$ cat src/rtl/mul_bf16_pkg.sv
`default_nettype none
// ============================================================================
// Module   : mul_bf16_pkg
// Purpose  : Shared types, constants and operand classifier for the BF16
//            multiplier (sign[15], exponent[14:7] bias 127, fraction[6:0]).
// Revision : 1.0 - initial release
// ============================================================================
package mul_bf16_pkg;

  typedef struct packed {
    logic       sign;
    logic [7:0] exp;
    logic [6:0] frac;
  } bf16_t;

  localparam int unsigned BF16_BIAS    = 127;
  localparam logic [7:0]  BF16_EXP_MAX = 8'hFF;
  localparam logic [15:0] BF16_QNAN    = 16'h7FC0;

  // Denormals fall into ZERO: inputs are flushed before use.
  typedef enum logic [1:0] {
    ZERO = 2'd0,
    NORM = 2'd1,
    INF  = 2'd2,
    NAN  = 2'd3
  } op_class_e;

  function automatic op_class_e bf16_classify(input bf16_t x);
    op_class_e cls;
    if (x.exp == 8'h00) begin
      cls = ZERO;
    end else if (x.exp == BF16_EXP_MAX) begin
      cls = (x.frac == 7'h00) ? INF : NAN;
    end else begin
      cls = NORM;
    end
    return cls;
  endfunction

endpackage
`default_nettype wire

$ cat src/rtl/mul_bf16_norm_round.sv
`default_nettype none
// ============================================================================
// Module   : bf16_norm_round
// Purpose  : Normalize a 16-bit significand product, round it to 7 fraction
//            bits and range-check the exponent, producing a packed BF16.
//            MUL_BF16_RNE_EN defined   : round-to-nearest-even.
//            MUL_BF16_RNE_EN undefined : truncate.
// Revision : 1.0 - initial release
// ============================================================================
module bf16_norm_round
  import mul_bf16_pkg::*;
(
  input  logic              sign_in,
  input  logic signed [9:0] exp_in,
  input  logic [15:0]       prod_in,
  output logic [15:0]       result_out,
  output logic              overflow_out,
  output logic              underflow_out
);

  logic [7:0]        mant;
  logic              guard;
  logic              sticky;
  logic signed [9:0] exp_n;
  logic signed [9:0] exp_fin;
  logic [6:0]        frac_fin;

  // Product of two [1,2) significands lies in [1,4); align the leading one.
  always_comb begin
    if (prod_in[15]) begin
      mant   = prod_in[15:8];
      guard  = prod_in[7];
      sticky = |prod_in[6:0];
      exp_n  = exp_in + 10'sd1;
    end else begin
      mant   = prod_in[14:7];
      guard  = prod_in[6];
      sticky = |prod_in[5:0];
      exp_n  = exp_in;
    end
  end

`ifdef MUL_BF16_RNE_EN
  logic       round_up;
  logic [8:0] mant_rnd;

  assign round_up = guard & (sticky | mant[0]);
  assign mant_rnd = {1'b0, mant} + {8'h00, round_up};

  // A carry out of rounding leaves 1.0000000, so renormalize and bump exp.
  always_comb begin
    if (mant_rnd[8]) begin
      frac_fin = mant_rnd[7:1];
      exp_fin  = exp_n + 10'sd1;
    end else begin
      frac_fin = mant_rnd[6:0];
      exp_fin  = exp_n;
    end
  end
`else
  // Truncation: the hidden one and the discarded guard/sticky bits go unused.
  logic trunc_unused;
  assign trunc_unused = guard ^ sticky ^ mant[7];
  assign frac_fin     = mant[6:0];
  assign exp_fin      = exp_n;
`endif

  // Saturate to infinity above the normal range, flush to zero below it.
  always_comb begin
    result_out    = {sign_in, exp_fin[7:0], frac_fin};
    overflow_out  = 1'b0;
    underflow_out = 1'b0;
    if (exp_fin >= 10'sd255) begin
      result_out   = {sign_in, BF16_EXP_MAX, 7'h00};
      overflow_out = 1'b1;
    end else if (exp_fin <= 10'sd0) begin
      result_out    = {sign_in, 15'h0000};
      underflow_out = 1'b1;
    end
  end

endmodule
`default_nettype wire

$ cat src/rtl/mul_bf16.sv
`default_nettype none
// ============================================================================
// Module   : mul_bf16
// Purpose  : Multi-cycle BF16 multiplier, IDLE->UNPACK->MUL->NORM, result and
//            flags registered with a one-cycle done pulse 3 cycles after the
//            start-sampling edge. Denormals flushed to zero.
//            Optional macro MUL_BF16_RNE_EN selects round-to-nearest-even;
//            without it the product is truncated.
// Revision : 1.0 - initial release
// ============================================================================
module mul_bf16
  import mul_bf16_pkg::*;
(
  input  logic        clk,
  input  logic        nRST,
  input  logic [15:0] bf1_in,
  input  logic [15:0] bf2_in,
  input  logic        start,
  output logic [15:0] bf_out,
  output logic        overflow,
  output logic        underflow,
  output logic        invalid,
  output logic        done
);

  localparam logic [1:0] ST_IDLE   = 2'd0;
  localparam logic [1:0] ST_UNPACK = 2'd1;
  localparam logic [1:0] ST_MUL    = 2'd2;
  localparam logic [1:0] ST_NORM   = 2'd3;

  logic [1:0]        state_q, state_d;
  logic              load_en, unpack_en, mul_en, norm_en;

  bf16_t             a_q, a_d, b_q, b_d;
  op_class_e         cls_a_q, cls_a_d, cls_b_q, cls_b_d;
  logic [7:0]        sig_a_q, sig_a_d, sig_b_q, sig_b_d;
  logic              sign_q, sign_d;
  logic signed [9:0] exp_q, exp_d;
  logic [15:0]       prod_q, prod_d;
  logic [15:0]       bf_out_q, bf_out_d;
  logic              overflow_q, overflow_d;
  logic              underflow_q, underflow_d;
  logic              invalid_q, invalid_d;
  logic              done_q, done_d;

  logic [15:0]       nr_result;
  logic              nr_overflow, nr_underflow;
  logic              any_nan, inf_times_zero, any_inf, any_zero;

  bf16_norm_round u_norm_round (
    .sign_in       (sign_q),
    .exp_in        (exp_q),
    .prod_in       (prod_q),
    .result_out    (nr_result),
    .overflow_out  (nr_overflow),
    .underflow_out (nr_underflow)
  );

  // Next-state: start is only honoured in IDLE; the rest is a fixed sequence.
  always_comb begin
    state_d = state_q;
    case (state_q)
      ST_IDLE:   if (start) state_d = ST_UNPACK;
      ST_UNPACK: state_d = ST_MUL;
      ST_MUL:    state_d = ST_NORM;
      ST_NORM:   state_d = ST_IDLE;
      default:   state_d = ST_IDLE;
    endcase
  end

  // Stage enables decoded from the current state.
  always_comb begin
    load_en   = 1'b0;
    unpack_en = 1'b0;
    mul_en    = 1'b0;
    norm_en   = 1'b0;
    case (state_q)
      ST_IDLE:   load_en   = start;
      ST_UNPACK: unpack_en = 1'b1;
      ST_MUL:    mul_en    = 1'b1;
      ST_NORM:   norm_en   = 1'b1;
      default:   ;
    endcase
  end

  assign any_nan        = (cls_a_q == NAN) || (cls_b_q == NAN);
  assign inf_times_zero = ((cls_a_q == INF) && (cls_b_q == ZERO)) ||
                          ((cls_a_q == ZERO) && (cls_b_q == INF));
  assign any_inf        = (cls_a_q == INF) || (cls_b_q == INF);
  assign any_zero       = (cls_a_q == ZERO) || (cls_b_q == ZERO);

  // Datapath: each stage updates only its own registers; outputs hold otherwise.
  always_comb begin
    a_d         = a_q;
    b_d         = b_q;
    cls_a_d     = cls_a_q;
    cls_b_d     = cls_b_q;
    sig_a_d     = sig_a_q;
    sig_b_d     = sig_b_q;
    sign_d      = sign_q;
    exp_d       = exp_q;
    prod_d      = prod_q;
    bf_out_d    = bf_out_q;
    overflow_d  = overflow_q;
    underflow_d = underflow_q;
    invalid_d   = invalid_q;
    done_d      = 1'b0;

    if (load_en) begin
      a_d = bf1_in;
      b_d = bf2_in;
    end

    if (unpack_en) begin
      cls_a_d = bf16_classify(a_q);
      cls_b_d = bf16_classify(b_q);
      sig_a_d = {1'b1, a_q.frac};
      sig_b_d = {1'b1, b_q.frac};
    end

    if (mul_en) begin
      prod_d = {8'h00, sig_a_q} * {8'h00, sig_b_q};
      sign_d = a_q.sign ^ b_q.sign;
      exp_d  = $signed({2'b00, a_q.exp}) + $signed({2'b00, b_q.exp})
             - $signed(10'(BF16_BIAS));
    end

    if (norm_en) begin
      done_d      = 1'b1;
      overflow_d  = 1'b0;
      underflow_d = 1'b0;
      invalid_d   = 1'b0;
      if (any_nan || inf_times_zero) begin
        bf_out_d  = BF16_QNAN;
        invalid_d = 1'b1;
      end else if (any_inf) begin
        bf_out_d = {sign_q, BF16_EXP_MAX, 7'h00};
      end else if (any_zero) begin
        bf_out_d = {sign_q, 15'h0000};
      end else begin
        bf_out_d    = nr_result;
        overflow_d  = nr_overflow;
        underflow_d = nr_underflow;
      end
    end
  end

  // State and datapath registers; reset aborts any operation in flight.
  always_ff @(posedge clk or negedge nRST) begin
    if (!nRST) begin
      state_q     <= ST_IDLE;
      a_q         <= '0;
      b_q         <= '0;
      cls_a_q     <= ZERO;
      cls_b_q     <= ZERO;
      sig_a_q     <= 8'h00;
      sig_b_q     <= 8'h00;
      sign_q      <= 1'b0;
      exp_q       <= 10'sd0;
      prod_q      <= 16'h0000;
      bf_out_q    <= 16'h0000;
      overflow_q  <= 1'b0;
      underflow_q <= 1'b0;
      invalid_q   <= 1'b0;
      done_q      <= 1'b0;
    end else begin
      state_q     <= state_d;
      a_q         <= a_d;
      b_q         <= b_d;
      cls_a_q     <= cls_a_d;
      cls_b_q     <= cls_b_d;
      sig_a_q     <= sig_a_d;
      sig_b_q     <= sig_b_d;
      sign_q      <= sign_d;
      exp_q       <= exp_d;
      prod_q      <= prod_d;
      bf_out_q    <= bf_out_d;
      overflow_q  <= overflow_d;
      underflow_q <= underflow_d;
      invalid_q   <= invalid_d;
      done_q      <= done_d;
    end
  end

  assign bf_out    = bf_out_q;
  assign overflow  = overflow_q;
  assign underflow = underflow_q;
  assign invalid   = invalid_q;
  assign done      = done_q;

endmodule
`default_nettype wire

$ cat config.mk
export PLATFORM = sky130hd
export DESIGN_NAME = mul_bf16
export DESIGN_NICKNAME = d
export VERILOG_FILES = /design/src/rtl/mul_bf16_pkg.sv /design/src/rtl/mul_bf16_norm_round.sv /design/src/rtl/mul_bf16.sv
export SDC_FILE = /design/constraint.sdc
export NUM_CORES = 1
export LEC_CHECK = 0
export ABC_AREA = 1
export CORE_MARGIN = 4
export CORE_UTILIZATION = 38
export CTS_BUF_LIST = sky130_fd_sc_hd__clkbuf_2 sky130_fd_sc_hd__clkbuf_4 sky130_fd_sc_hd__clkbuf_8
export DETAILED_ROUTE_END_ITERATION = 6
export GPL_ROUTABILITY_DRIVEN = 0
export PLACE_DENSITY = 0.56
export SLEW_MARGIN = 20
export SYNTH_ARGS = -nofsm -noshare
export SYNTH_HDL_FRONTEND = slang
export SYNTH_SLANG_ARGS = --single-unit
$ cat constraint.sdc
create_clock -name clk -period 4.27 [get_ports clk]
set_clock_uncertainty 0.2 [all_clocks]
set_input_delay 0.427 -clock clk [delete_from_list [all_inputs] [get_ports clk]]
set_output_delay 0.427 -clock clk [all_outputs]
set_load 0.02 [all_outputs]
Word level (Yosys, flattened, before mapping) --
Index checks and enable logic that the tools add are counted.
Operators by class: add/sub/neg operators 3, multiply operators 1, order comparisons 2, eq/ne operators 10, muxes and demuxes 30, bitwise logic cells 1, reduce and logical (&&, ||, !) cells 14
Operators by type and width (count):
- $mux W15 | 4
- $mux W1 | 17
- $eq A8 B8 Y1 const B | 2
- $logic_not A8 Y1 | 2
- $mul A8 B8 Y16 | 1
- $mux W16 | 1
- $logic_not A7 Y1 | 2
- $eq A2 B2 Y1 const B | 6
- $add A10 B2 Y10 const B | 1
- $ge A10 B9 Y1 const B | 1
- $le A10 B1 Y1 const B | 1
- $mux W10 | 1
- $mux W2 | 5
- $sub A9 B7 Y10 const B | 1
- $add A8 B8 Y9 | 1
- $pmux W2 S4 | 1
- $mux W7 | 1
- $logic_not A2 Y1 | 3
- $logic_or A1 B1 Y1 | 5
- $eq A2 B1 Y1 const B | 1
- $logic_and A1 B1 Y1 | 2
- $ne A2 B2 Y1 const B | 1
- $xor A1 B1 Y1 | 1
Word-level totals: bits in registers 101, input bits 35

Logic depth before layout (Yosys ltp) --
Gate-level depths: netlist of run 1.
depth after elaboration 8, gate-level depth with buffers 21, gate-level depth less buffers 20

Hierarchy --
From an unflattened synthesis of run 1, not the netlist that was laid out.
Unflattened totals: cells, all modules 1002, area, all modules 7407.1 um^2
By module, submodules not included:
- mul_bf16 | times used 1, cells an instance 856, area each 6760.2 um^2, seq. area each 2502.4 um^2
- bf16_norm_round | times used 1, cells an instance 146, area each 646.9 um^2, seq. area each 0.0 um^2

Least setup slack after synthesis of run 1 --
No wires, ideal clock.
path kind register -> register, from reg sig_a_q[7], to reg prod_q[12], library setup time 0.135 ns, arrival 4.194 ns, required time 3.935 ns, setup slack -0.258 ns, stages on the path, launching flop included 19, path buffers 1, cells stage by stage dfrtp_1 -> clkbuf_1 -> nand2_1 -> fa_1 -> fa_1 -> inv_1 -> fa_1 -> inv_1 -> fa_1 -> inv_1 -> ha_1 -> nand2_1 -> inv_1 -> nand3_1 -> or3_1 -> nor2_1 -> o21ai_0 -> nand3_1 -> o21ai_0
On the way: cells in the longest elaborated chain, start to end 1
Ends and longest elaborated chain:
- start, declared | line mul_bf16.sv:36 | logic [7:0] sig_a_q, sig_a_d, sig_b_q, sig_b_d;
- start signal, assigned | line mul_bf16.sv:172 | sig_a_q <= sig_a_d;
- $mul A8 B8 Y16 | line mul_bf16.sv:122 | prod_d = {8'h00, sig_a_q} * {8'h00, sig_b_q};
- end signal, assigned | line mul_bf16.sv:176 | prod_q <= prod_d;
- end, declared | line mul_bf16.sv:39 | logic [15:0] prod_q, prod_d;
Every way passes these cells. A chain may end at the register's enable or synchronous reset.

Worst setup path after layout of run 1 --
from reg sig_a_q[5], to reg prod_q[9]
Same word-level chain as after synthesis.

==> results of run 1 <==
==> path summary, 6_finish.rpt <==
check / slack [ps] / to
worst max-delay path: 70 / prod_q[9]
worst min-delay path: 290 / bf_out[3]
worst max register to register: 70 / prod_q[9]
worst min register to register: 290 / bf_out[3]
max in group asynchronous: 2490 / bf_out[4]
min in group asynchronous: 460 / bf_out[14]
==> final cells by class <==
cell class,count,area [µm²],area share [%]
well taps,225,282,3.41
clock inverters,7,71.3,0.864
flip-flops and latches,93,2340,28.3
repair buffers,100,908,11.0
inverters,156,588,7.13
multi-input cells,568,3940,47.8
clock buffers,9,124,1.50
==> cells by family (layout without fill, tap and decap cells) <==
logic type,after synthesis,after routing,synth area share [%]
compound gates,101,101,8.12
flops,93,93,34.3
mux,18,18,2.99
fa+ha+maj,90,90,20.6
simple gates,353,353,22.4
xor+xnor,6,6,1.05
buf+inv,186,272,10.6
==> cells in the final DEF, fill, tap and decap left out, drive strengths merged, types with 6 or more instances in the layout <==
master / synthesis / final
dfrtp: 93 / 93
o21ai: 49 / 49
nor2: 57 / 57
nand3: 35 / 35
ha: 54 / 54
a21oi: 37 / 37
fa: 36 / 36
nor3: 6 / 6
nand4: 14 / 14
inv: 154 / 156
buf: 7 / 46
nand2: 228 / 228
mux2: 18 / 18
clkbuf: 23 / 9
clkdlybuf4s50: 0 / 53
==> critical path: cells and delay by family, from the launching register on <==
family          cells  cell delay (ps)
flops               1              430
fa+ha+maj           5             2330
simple gates        3              400
compound gates      3              360
buf+inv             5              390
==> registers in the layout, summed over array words and instances, names as in the netlist <==
| signal | flops |
|---|---|
| sig_b_q | 7 |
| exp_q | 10 |
| done | 1 |
| cls_a_q | 2 |
| overflow | 1 |
| invalid | 1 |
| prod_q | 9 |
| sign_q | 1 |
| a_q | 16 |
| cls_b_q | 2 |
| bf_out | 16 |
| b_q | 16 |
| state_q | 2 |
| underflow | 1 |
| sig_a_q | 8 |
==> stage by stage <==
stage	util [%]	instances	cell area, µm²	setup TNS (ps)
2_1_floorplan	-	847	6810	0
3_3_place_gp	44.5	1132	7760	-36.0
3_5_place_dp	44.5	1132	7760	-110
4_1_cts	45.9	1149	7990	0
5_1_grt	47.4	1158	8250	-177
6_report	47.4	1158	8250	0
==> what timing repair did <==
action	4_1_cts	5_1_grt
hold endpoints to repair	62	0
resized for setup	9	58
setup endpoints to repair	4	8
buffers inserted	0	9
pin swaps	2	32
hold buffers	1	0
gates cloned	0	0
==> routing by layer <==
metal / vias up / track usage, %
li1: 2819 / -
met1: 2453 / 22.8
met2: 77 / 23.0
met3: 8 / 2.39
met4: 0 / 3.48
met5: - / 0
==> qor.yml, run 1 <==
drt_first_pass_iters: 5
maximum_single_stage_delay_on_the_critical_path_ps: 560
synth.cells.most_frequent: "sky130_fd_sc_hd__nand2_1 (225), sky130_fd_sc_hd__inv_1 (153), sky130_fd_sc_hd__dfrtp_1 (93)"
required_ps: 4360
clk_pin_slew_ps: 100
synth.ff_latch_count: 93
cpMostUsedCell: "sky130_fd_sc_hd__fa_1"
place.port_buffers: 54
num_io_pins: 55
n_antenna_cell: 0
via_count_of_the_first_global_routing_pass: 5209
final_hold_viol_count: 0
fill_cells: 1785
rsz_0062_raised_after_global_routing: "yes"
finalWorstSetupSlack_ps: 67.8
path_max_fanout: 5
dp_hpwl_um: 11700
yosysMostFrequentCell: "sky130_fd_sc_hd__nand2_1"
die_area_um2: 20100
worstHoldStart: "bf_out[3]"
ctsRootBufferMaster: "sky130_fd_sc_hd__clkbuf_8"
timing.hold.worst.class: "flop to flop"
max_slew_margin_pct: 44.5
start_util_pct: 39.0
post_synth.cell_area_avg_um2: 8.01
per_cell_routed_wire_length_um: 12.7
run_status: "finished clean"
syn2layout_area_growth_pct: 21.6
final_antenna_net_count: 0
worst_slew_pin_slew_ps: 833
num_vias: 5357
post-place-ws_ps: -57.2
cts_max_path_buffers: 2
synth_enable_flop_cells: 0
drive_gt1_share_pct: 15.9
coreArea_um2: 17400
grt_overflow_total: 0
timing.final.crit_share_pct: 98.4
final_nets: 1053
yosys_warnings: 0
crit_chain: "nand2_2 -> fa_1 -> fa_1 -> inv_2 -> fa_1 -> inv_2 -> fa_1 -> inv_2 -> ha_4 -> buf_4 -> nand2_4 -> o21ai_2 -> a21oi_1 -> buf_4 -> or2_2 -> a31oi_1"
yosys.area.top_type: "sky130_fd_sc_hd__dfrtp_1"
postSynthNetCount: 972
pin_count_of_the_biggest_net_entering_global_routing: 64
min_delay_path_depth: 2
synth_cells: 847
total_routed_wirelength_um: 14700
first_pass_grt_wire_length_um: 25300
async_flop_share_pct: 100
report.final.slew_viol_count: 0
fp.dieH_um: 142
globalRouteTotalUtil_pct: 15.1
drt_iter0_drc: 221
grt_antenna_before_repair: 0
met2_wirelength_um: 6420
synth_largest_type_area_fraction_pct: 34.3
maxCapViolCount: 0
clock_insertion_delay_worst_skew_ps: 370
placement_rows: 48
numClockSinks: 93
chipWidth_um: 142
critPathLaunchType: "flop"
critPathKind: "flop to flop"
crit_arrival_ps: 4290
met3RoutedLength_um: 479
cts_made_buffers: 9
reg_to_reg_start: "sig_a_q[5]"
timing.critical_path.from: "sig_a_q[5]"
crit_path_end_kind: "flop"
cts_htree_levels: 3
crit_slowest_cell: "sky130_fd_sc_hd__fa_1"
achievable-frequency_ghz: 0.238
wl_met1_um: 7670
drt_drc_violations_left: 0
post_synth_main_area_contributors: "sky130_fd_sc_hd__dfrtp_1 (34%), sky130_fd_sc_hd__nand2_1 (12%), sky130_fd_sc_hd__fa_1 (11%)"
postSynth.topFlopCell: "sky130_fd_sc_hd__dfrtp_1"
timing.reg2reg.worst_path_depth: 16
tritoncts_clock_tree: "built"
synth.distinct_cells: 42
finalSetupViolations: 0
synth_sequential_area_ratio_pct: 34.3
whs_ps: 287
route.top_layer_used: "met4"
finalWorstPathRequiredPeriod_ps: 4200
routed_via_density: 4.63
post_synth_instance_area_um2: 6780
Power of run 1 is not shown: default switching activity piles up to over one toggle a cycle in this logic, so the estimate is an artifact.
==> run 2, diff against run 1 <==
--- a/config.mk
+++ b/config.mk
@@ -6,7 +6,7 @@
 export NUM_CORES = 1
 export LEC_CHECK = 0
 export ABC_AREA = 1
-export CORE_MARGIN = 4
+export CORE_MARGIN = 2
 export CORE_UTILIZATION = 38
 export CTS_BUF_LIST = sky130_fd_sc_hd__clkbuf_2 sky130_fd_sc_hd__clkbuf_4 sky130_fd_sc_hd__clkbuf_8
 export DETAILED_ROUTE_END_ITERATION = 6
==> qor.yml, run 2 (synthesis results as in run 1) <==
path_max_fanout: 8
achievable-frequency_ghz: 0.239
report.final.slew_viol_count: 0
cpMostUsedCell: "sky130_fd_sc_hd__fa_1"
timing.reg2reg.worst_path_depth: 19
rsz_0062_raised_after_global_routing: "yes"
grt_antenna_before_repair: 0
finalWorstPathRequiredPeriod_ps: 4180
drt_iter0_drc: 201
fp.dieH_um: 138
num_vias: 5378
met2_wirelength_um: 6310
syn2layout_area_growth_pct: 20.7
min_delay_path_depth: 2
worst_slew_pin_slew_ps: 772
tritoncts_clock_tree: "built"
pin_count_of_the_biggest_net_entering_global_routing: 61
ctsRootBufferMaster: "sky130_fd_sc_hd__clkbuf_8"
met3RoutedLength_um: 418
layout.cells.most_common_list: "sky130_fd_sc_hd__nand2_1 (220), sky130_fd_sc_hd__inv_1 (149), sky130_fd_sc_hd__dfrtp_1 (86), sky130_fd_sc_hd__clkdlybuf4s50_1 (53), sky130_fd_sc_hd__nor2_1 (52)"
chipWidth_um: 138
final_hold_viol_count: 0
placement_rows: 48
drive_gt1_share_pct: 14.8
maxCapViolCount: 0
whs_ps: 283
crit_chain: "buf_4 -> nand2_1 -> inv_1 -> fa_2 -> fa_1 -> fa_1 -> inv_1 -> fa_1 -> inv_2 -> ha_4 -> nand2_4 -> inv_2 -> nand3_2 -> or3_4 -> nor2_4 -> nor2_1 -> nand2_1 -> nand3_2 -> o21ai_1"
finalSetupViolations: 0
timing.hold.worst.class: "flop to flop"
start_util_pct: 39.1
final_nets: 1051
n_antenna_cell: 0
critPathKind: "flop to flop"
total_routed_wirelength_um: 14400
timing.final.crit_share_pct: 97.9
crit_arrival_ps: 4290
dp_hpwl_um: 11600
route.top_layer_used: "met4"
critPathLaunchType: "flop"
required_ps: 4380
crit_path_end_kind: "flop"
maximum_single_stage_delay_on_the_critical_path_ps: 540
coreArea_um2: 17400
drt_first_pass_iters: 4
commonest_non_fill_non_tap_cell_in_the_layout: "sky130_fd_sc_hd__nand2_1"
num_io_pins: 55
max_slew_margin_pct: 48.5
final_antenna_net_count: 0
run_status: "finished clean"
place.port_buffers: 54
clk_pin_slew_ps: 90
first_pass_grt_wire_length_um: 24800
per_cell_routed_wire_length_um: 12.4
numClockSinks: 93
cts_made_buffers: 9
routed_via_density: 4.65
cts_htree_levels: 3
fill_cells: 1731
die_area_um2: 18900
crit_slowest_cell: "sky130_fd_sc_hd__fa_1"
cts_max_path_buffers: 2
globalRouteTotalUtil_pct: 16.4
clock_insertion_delay_worst_skew_ps: 380
via_count_of_the_first_global_routing_pass: 5163
drt_drc_violations_left: 0
wl_met1_um: 7480
grt_overflow_total: 0
-- run 2: cell types whose count changed in the layout (fill, tap and decap cells not counted), moves of 2 or more --
cell / delta
sky130_fd_sc_hd__nand2_2: -3
sky130_fd_sc_hd__buf_6: -2
sky130_fd_sc_hd__a21oi_2: +2
sky130_fd_sc_hd__clkinv_2: +2
sky130_fd_sc_hd__inv_2: -4
sky130_fd_sc_hd__nand2_1: +3
sky130_fd_sc_hd__inv_6: +2
sky130_fd_sc_hd__ha_1: +2
sky130_fd_sc_hd__inv_8: -2
sky130_fd_sc_hd__ha_4: -2
sky130_fd_sc_hd__inv_1: +4
-- run 2: worst paths after layout --
check                                 from    endpoint  slack, ps
worst max-delay path            sig_b_q[4]  prod_q[12]         90
worst min-delay path             bf_out[3]   bf_out[3]        280
worst max register to register  sig_b_q[4]  prod_q[12]         90
worst min register to register   bf_out[3]   bf_out[3]        280
max in group asynchronous             nRST  cls_a_q[0]       2500
min in group asynchronous             nRST  bf_out[12]        450
-- run 2: worst max-delay path: cells and delay by family, from the launching register on --
family,cells,cell delay [ps]
flip-flops,1,470
AND/OR/NAND/NOR,8,850
adder cells (fa/ha/maj),5,2180
AO/OA/AOI/OAI,1,70
buffers and inverters,5,330
-- run 2: per-layer routing --
metal  up-vias  GRT usage [%]
li1       2813              -
met1      2474           24.1
met2        81           25.3
met3        10           2.43
met4         0           4.47
met5         -              0
-- run 2: repair_timing --
action,CTS,global route
setup buffers,2,5
endpoints found under the hold margin,59,0
pin swaps,3,28
endpoints found under the setup margin,6,9
resized for setup,7,46
hold buffers,1,0
-- run 2: cell type report --
type                    instances  area, µm²  area share, %
clock buffers                   9        124           1.51
clock inverters                 7       73.8          0.901
inverters                     156        588           7.18
multi-input cells             568       3900           47.6
flip-flops and latches         93       2340           28.5
well taps                     225        282           3.44
repair buffers                 98        886           10.8
-- run 2: per-stage QoR --
step	setup TNS [ps]	utilization [%]	std cells	instance area, µm²	setup WS, ps
finish	0	47.2	1156	8190	89.1
global route	-122	47.2	1156	8190	-98.5
CTS	-7.52	46.2	1152	8020	-7.52
detailed placement	-230	44.7	1133	7760	-108
global placement	-42.2	44.7	1133	7760	-41.1
floorplan	0	-	847	6810	12.4
Power of run 2 is left out for the same reason.
